## config.mk

```make
export PLATFORM = sky130hd
export DESIGN_NAME = pingpong_buffer_reader
export DESIGN_NICKNAME = d
export VERILOG_FILES = /design/src/rtl/pingpong_buffer_reader.sv
export SDC_FILE = /design/constraint.sdc
export NUM_CORES = 1
export LEC_CHECK = 0
export ABC_CLOCK_PERIOD_IN_PS = 2650
export CAP_MARGIN = 20
export CORE_MARGIN = 2
export CORE_UTILIZATION = 30
export CTS_BUF_LIST = sky130_fd_sc_hd__clkbuf_16
export DETAILED_ROUTE_END_ITERATION = 6
export DONT_BUFFER_PORTS = 1
export PLACE_DENSITY = 0.43
export REMOVE_ABC_BUFFERS = 1
export SLEW_MARGIN = 20
export SYNTH_ARGS = -nofsm -noshare
export SYNTH_HDL_FRONTEND = slang
export SYNTH_SLANG_ARGS = --single-unit
```

## constraint.sdc

```tcl
create_clock -name clk -period 2.65 [get_ports clk]
set_input_delay 0.3975 -clock clk [delete_from_list [all_inputs] [get_ports clk]]
set_output_delay 0.3975 -clock clk [all_outputs]
set_load 0.02 [all_outputs]
```

## src/rtl/pingpong_buffer_reader.sv

```systemverilog
// Ping-pong bank drain engine: streams banks 0,1,0,1,... onto a valid/ready port.
// Define PINGPONG_RD_STATS_EN to add the stat_banks / stat_stalls counters.
module pingpong_buffer_reader #(
    parameter int DATA_W = 32,
    parameter int DEPTH  = 256,
    parameter int ADDR_W = $clog2(DEPTH)
) (
    input  logic              clk,
    input  logic              rst,
    input  logic [1:0]        bank_full,
    output logic [1:0]        bank_release,
    output logic              mem_rd_en,
    output logic              mem_rd_bank,
    output logic [ADDR_W-1:0] mem_rd_addr,
    input  logic [DATA_W-1:0] mem_rd_data,
    output logic              m_valid,
    output logic [DATA_W-1:0] m_data,
    output logic              m_last,
`ifdef PINGPONG_RD_STATS_EN
    input  logic              m_ready,
    output logic [31:0]       stat_banks,
    output logic [31:0]       stat_stalls
`else
    input  logic              m_ready
`endif
);

    localparam logic [ADDR_W-1:0] LAST = ADDR_W'(DEPTH - 1);

    typedef enum logic [1:0] {
        S_IDLE,
        S_DRAIN,
        S_FLUSH,
        S_RELEASE
    } state_t;

    state_t state;
    state_t state_nx;

    logic              cur_bank;
    logic [ADDR_W-1:0] cnt;
    logic              in_flight;
    logic              in_flight_last;
    logic              sk_valid;
    logic [DATA_W-1:0] sk_data;
    logic              sk_last;
    logic              pop;
    logic              push;
    logic [1:0]        occ;
    logic              can_issue;
    logic              last_addr;

    assign pop  = m_valid & m_ready;
    assign push = in_flight;

    // occupancy seen by the credit check: a same-cycle pop frees a slot
    assign occ = {1'b0, m_valid} + {1'b0, sk_valid}
               + {1'b0, in_flight} - {1'b0, pop};

    assign can_issue = (occ < 2'd2);
    assign last_addr = (cnt == LAST);

    assign mem_rd_bank = cur_bank;
    assign mem_rd_addr = cnt;

    always_ff @(posedge clk) begin
        if (rst) begin
            state <= S_IDLE;
        end else begin
            state <= state_nx;
        end
    end

    always_comb begin
        state_nx     = state;
        mem_rd_en    = 1'b0;
        bank_release = 2'b00;
        case (state)
            S_IDLE: begin
                if (bank_full[cur_bank]) begin
                    state_nx = S_DRAIN;
                end
            end
            S_DRAIN: begin
                mem_rd_en = can_issue;
                if (can_issue && last_addr) begin
                    state_nx = S_FLUSH;
                end
            end
            S_FLUSH: begin
                if (!in_flight) begin
                    state_nx = S_RELEASE;
                end
            end
            S_RELEASE: begin
                bank_release = cur_bank ? 2'b10 : 2'b01;
                state_nx     = S_IDLE;
            end
            default: begin
                state_nx = S_IDLE;
            end
        endcase
    end

    always_ff @(posedge clk) begin
        if (rst) begin
            cur_bank <= 1'b0;
            cnt      <= '0;
        end else begin
            if (state == S_IDLE && state_nx == S_DRAIN) begin
                cnt <= '0;
            end else if (mem_rd_en) begin
                cnt <= last_addr ? '0 : cnt + ADDR_W'(1);
            end
            if (state == S_RELEASE) begin
                cur_bank <= ~cur_bank;
            end
        end
    end

    // BRAM returns data one cycle after the strobe
    always_ff @(posedge clk) begin
        if (rst) begin
            in_flight      <= 1'b0;
            in_flight_last <= 1'b0;
        end else begin
            in_flight      <= mem_rd_en;
            in_flight_last <= mem_rd_en & last_addr;
        end
    end

    // two-entry FWFT FIFO: head drives m_* directly, skid holds the second
    always_ff @(posedge clk) begin
        if (rst) begin
            m_valid  <= 1'b0;
            m_data   <= '0;
            m_last   <= 1'b0;
            sk_valid <= 1'b0;
            sk_data  <= '0;
            sk_last  <= 1'b0;
        end else if (pop) begin
            if (sk_valid) begin
                m_data <= sk_data;
                m_last <= sk_last;
                if (push) begin
                    sk_data <= mem_rd_data;
                    sk_last <= in_flight_last;
                end else begin
                    sk_valid <= 1'b0;
                end
            end else if (push) begin
                m_data <= mem_rd_data;
                m_last <= in_flight_last;
            end else begin
                m_valid <= 1'b0;
            end
        end else if (push) begin
            if (!m_valid) begin
                m_valid <= 1'b1;
                m_data  <= mem_rd_data;
                m_last  <= in_flight_last;
            end else begin
                sk_valid <= 1'b1;
                sk_data  <= mem_rd_data;
                sk_last  <= in_flight_last;
            end
        end
    end

`ifdef PINGPONG_RD_STATS_EN
    always_ff @(posedge clk) begin
        if (rst) begin
            stat_banks  <= '0;
            stat_stalls <= '0;
        end else begin
            if (bank_release != 2'b00 && stat_banks != 32'hFFFF_FFFF) begin
                stat_banks <= stat_banks + 32'd1;
            end
            if (m_valid && !m_ready && stat_stalls != 32'hFFFF_FFFF) begin
                stat_stalls <= stat_stalls + 32'd1;
            end
        end
    end
`else
    // no statistics counters in this build
`endif

endmodule
```

After elaboration in Yosys (flattened, before gate mapping)
Cells that the tools add are included.
{"block": "totals", "output_inout_bits": 46, "elab_cells": 78, "register_bits": 81}
{"block": "classes", "n_reduce_logical": 11, "muxes": 37, "n_lt_le_gt_ge": 2, "addsub": 4, "bitwise": 3, "n_eq_ne": 10}
{"cell": "$mux W32", "count": 9}
{"cell": "$mux W1", "count": 21}
{"cell": "$mux W2", "count": 5}
{"cell": "$add A8 B1 Y8 const B", "count": 1}
{"cell": "$eq A8 B8 Y1 const B", "count": 1}
{"cell": "$mux W8", "count": 1}
{"cell": "$ne A2 B2 Y1 const B", "count": 4}
{"cell": "$pmux W2 S4", "count": 1}
{"cell": "$reduce_and A3 Y1", "count": 2}
{"cell": "$reduce_bool A2 Y1", "count": 3}
{"cell": "$eq A2 B1 Y1 const B", "count": 2}
{"cell": "$eq A2 B2 Y1 const B", "count": 2}
{"cell": "$reduce_and A4 Y1", "count": 1}
{"cell": "$add A1 B1 Y2", "count": 1}
{"cell": "$add A2 B1 Y2", "count": 1}
{"cell": "$and A1 B1 Y1", "count": 2}
{"cell": "$logic_and A1 B1 Y1", "count": 2}
{"cell": "$logic_not A2 Y1", "count": 1}
{"cell": "$lt A1 B2 Y1 const B", "count": 1}
{"cell": "$lt A2 B2 Y1 const B", "count": 1}
{"cell": "$ne A2 B1 Y1 const B", "count": 1}
{"cell": "$reduce_and A2 Y1", "count": 1}
{"cell": "$reduce_or A2 Y1", "count": 1}
{"cell": "$sub A2 B1 Y2", "count": 1}
{"cell": "$not A1 Y1", "count": 1}

Longest topological paths before layout
Gate-level depths: netlist of the first run.
{"block": "depth", "ltp_word": 10, "mapped_depth": 9}

Worst setup path after synthesis of the first run
Ideal clock, no wire load.
{"block": "synth_timing", "path_type": "reg-to-output", "startpoint": "register m_valid", "endpoint": "output port mem_rd_en", "arrival_ns": 2.239, "setup_slack_ns": 0.014, "t_required_ns": 2.253, "path_stages_with_launch": 9, "path_cell_list": "dfxtp_1 and2_1 inv_1 ha_1 ha_1 a21oi_4 mux2i_2 buf_4 inv_1"}
{"block": "synth_via", "elab_chain_len": 5, "word_cells_on_any_way": 6, "classes_between": "3 x add/sub; 1 x order compare; 1 x mux; 1 x bitwise"}
{"element": "start: declaration", "line": "16", "text": "output logic m_valid,"}
{"element": "start signal: assignment", "line": "135", "text": "m_valid <= 1'b0;"}
{"element": "start signal: assignment", "line": "155", "text": "m_valid <= 1'b0;"}
{"element": "start signal: assignment", "line": "159", "text": "m_valid <= 1'b1;"}
{"element": "$add A1 B1 Y2", "line": "57", "text": "assign occ = {1'b0, m_valid} + {1'b0, sk_valid}"}
{"element": "$add A2 B1 Y2", "line": "58", "text": "+ {1'b0, in_flight} - {1'b0, pop};"}
{"element": "$sub A2 B1 Y2 (*)", "line": "58"}
{"element": "$lt A2 B2 Y1 (*)", "line": "60", "text": "assign can_issue = (occ < 2'd2);"}
{"element": "$mux W1 (*)", "line": "78", "text": "case (state)"}
{"element": "end: declaration", "line": "12", "text": "output logic mem_rd_en,"}
Mark *: on every way between the ends. The rest lies on a longest branch, timed or not.

Worst setup path in the final report of the first run
Same ends and word-level chain as after synthesis.

==> results.sh, run 1 <==
export IMPL_outcome="finished, final reports clean"
export IMPL_cts_buffers=9
export IMPL_tightest_slew_ns=0.536
export IMPL_synth_area_per_cell_sq_um=8.80
export IMPL_dieHeight_microns=110
export IMPL_worstPathRequired_ns=2.25
export IMPL_period_needed_ns=2.51
export IMPL_cts_root_buf="clkbuf_16"
export IMPL_whs_path_depth=1
export IMPL_drc=0
export IMPL_nFillCells=1126
export IMPL_io_pins=83
export IMPL_critical_path_startpoint="m_valid"
export IMPL_antenna_left=0
export IMPL_cts_buffer_depth=2
export IMPL_drt_first_pass_iters=4
export IMPL_timing_final_crit_share=0.947
export IMPL_drive_above_1_share=0.0859
export IMPL_drv_cap=0
export IMPL_crit_type="flip-flop to primary output"
export IMPL_cp_max_fo=4
export IMPL_numPortBuffers=0
export IMPL_num_rows=38
export IMPL_drv_slew=0
export IMPL_syn_cell_area_sq_um=3380
export IMPL_die_area_sq_um=12100
export IMPL_clk_pin_slew_ns=0.06
export IMPL_ys_seq_area_frac=0.480
export IMPL_synth_top_area_cell="dfxtp_1"
export IMPL_start_kind="flip-flop"
export IMPL_grt_total_usage=0.133
export IMPL_yosysWarnings=0
export IMPL_place_area_sq_um=3530
export IMPL_core_sq_um=10900
export IMPL_clk_latency_ns=0.34
export IMPL_antennaDiodeCount=0
export IMPL_finClkSkew_ns=0.00657
export IMPL_cts_tree="built"
export IMPL_post_drt_wl_per_cell_microns=14.6
export IMPL_antenna_found_initial=0
export IMPL_irDropWorstVdd_mv=0.481
export IMPL_synth_flop_cell="dfxtp_1"
export IMPL_synth_cell_types=37
export IMPL_fmax_ghz=0.399
export IMPL_p_total_mw=2.67
export IMPL_via_count=2537
export IMPL_grt_max_degree=75
export IMPL_area_delta_synth_final_pct=13.2
export IMPL_grt_pass1_vias=2398
export IMPL_grt_first_pass_wirelength_microns=12200
export IMPL_wl_microns=7670
export IMPL_synth_most_common_cell="dfxtp_1"
export IMPL_synth_seq_cells=81
export IMPL_drt_iter0_markers=81
export IMPL_ff_latch_area_sq_um=1620
export IMPL_synth_top_area_frac=0.480
export IMPL_yosys_top_cells_area="dfxtp_1 (48%), mux2i_1 (10%), nand2_1 (7.7%)"
export IMPL_setup_violations=0
export IMPL_r2r_setup_slack_ns=0.35
export IMPL_worstHoldStart="rst"
export IMPL_routabilityCongestion=0.715
export IMPL_synthArstFlopShare=0
export IMPL_viasPerCell=4.84
export IMPL_r2r_cells=9
export IMPL_ys_top_cells_by_count="dfxtp_1 (81), nand2_1 (69), nor2_1 (45)"
export IMPL_hold_viol=0
export IMPL_die_width_microns=110
export IMPL_leakage_nw=1.48
export IMPL_start_util=0.309
export IMPL_min_to="sk_data[11]"
export IMPL_multi_input_area_sq_um=1630
export IMPL_clock_sinks=81
export IMPL_place_hpwl_microns=4940
export IMPL_hold_class="input port to flip-flop"
export IMPL_holdWs_ns=0.123
export IMPL_worstReg2RegEnd="mem_rd_addr[6]"
export IMPL_fin_nets=421
export IMPL_h_tree_depth=3
export IMPL_grt_overflow=0
export IMPL_max_slew_margin=0.642
export IMPL_power_density_nw_per_um2=697
export IMPL_r2r_start="m_valid"
export IMPL_cp_arrival_ns=2.11
export IMPL_syn_inst=384
export IMPL_cp_end_kind="primary output"
export IMPL_synth_edf_count=0
export IMPL_fin_area_sq_um=3830
[critical path: stages (launching register included)]
cell and delay (ns):
dfxtp_1 0.33, and2_4 0.16, inv_1 0.05, ha_1 0.27, ha_1 0.31, a21oi_4 0.19, mux2i_2 0.25, inv_1 0.06
buf_4 0.15
[how the worst max path moves through the flow]
stage	endpoint	slack, ns	cells past startpoint
floorplan	m_data[0]	-0.72	5
CTS	mem_rd_en	0.07	8
finish	mem_rd_en	0.14	8
global route	mem_rd_en	-0.001	8
global placement	mem_rd_addr[5]	0.26	9
detailed placement	mem_rd_addr[7]	0.20	9
[final cells by class]
type                    count  share of cell area
multi-input cells         272               0.427
flip-flops and latches     81               0.424
clock buffers               9              0.0589
well taps                 140              0.0458
clock inverters             7              0.0164
inverters                   5             0.00491
repair buffers             10              0.0229
[metal layers]
| layer | global-route usage | routed length, microns | up-vias |
|---|---|---|---|
| met5 | 0 | 0 | - |
| met4 | 0.0723 | 173 | 0 |
| met3 | 0.0576 | 794 | 12 |
| met2 | 0.201 | 3310 | 68 |
| met1 | 0.159 | 3400 | 1138 |
| li1 | - | - | 1319 |
[registers in the layout, indices dropped and copies added, names as in the netlist]
| name | flops |
|---|---|
| sk_data | 32 |
| state | 2 |
| m_data | 32 |
| mem_rd_addr | 8 |
| in_flight | 1 |
| in_flight_last | 1 |
| m_valid | 1 |
| sk_last | 1 |
| mem_rd_bank | 1 |
| m_last | 1 |
| sk_valid | 1 |
[stage by stage]
stage | setup WS, ns | TNS, ns | utilization | std cells
after floorplan | -0.718 | -23.82 | - | 358
after global placement | 0.261 | 0 | 0.323 | 508
after detailed placement | 0.198 | 0 | 0.323 | 508
after CTS | 0.0677 | 0 | 0.350 | 524
after global routing | -0.00117 | -0.00117 | 0.350 | 524
final | 0.142 | 0 | 0.350 | 524
[cell families (layout without fill, tap and decap cells)]
group,Yosys count,in the layout,synth area share
adders and majority gates,5,5,0.0185
buffers and inverters,31,31,0.0418
DFF,81,81,0.480
and+or+nand+nor,138,138,0.174
muxes,36,36,0.108
AOI/OAI and AO/OA,90,90,0.170
xor gates and xnor gates,3,3,0.00777
[power by group]
part           internal (mW)  total [mW]  switching [mW]
Sequential              1.25        1.30          0.0481
Combinational         0.0641       0.147          0.0829
Clock                  0.719        1.22           0.503
[repair_timing]
item | CTS | global route
resized for setup | 0 | 2
hold buffers | 0 | 0
setup endpoints to repair | 0 | 1
buffers inserted | 0 | 0
[cell usage in the layout (no fill, tap or decap), drive strengths merged]
cell type,instances
a211o,2
a211oi,34
a21o,1
a21oi,42
and2,1
and3,1
and3b,1
buf,10
bufinv,1
clkbuf,9
clkinv,3
clkinvlp,2
dfxtp,81
ha,5
inv,6
mux2,1
mux2i,35
nand2,70
nand2b,2
nand3,4
nand4,1
nor2,45
nor2b,3
nor3,1
nor3b,1
o21a,1
o21ai,6
o21bai,1
o31ai,3
or2,1
or3,4
or4,3
xnor2,1
xor2,2
Note: power is estimated with default switching activity, not from simulation.
==> run 2: changes to the inputs <==
--- a/config.mk
+++ b/config.mk
@@ -14,6 +14,8 @@
 export DONT_BUFFER_PORTS = 1
 export PLACE_DENSITY = 0.43
 export REMOVE_ABC_BUFFERS = 1
+export SKIP_CTS_REPAIR_TIMING = 1
+export SKIP_LAST_GASP = 1
 export SLEW_MARGIN = 20
 export SYNTH_ARGS = -nofsm -noshare
 export SYNTH_HDL_FRONTEND = slang
==> results of run 2 <==
Final layout, timing and power as in run 1 (identical DEF).
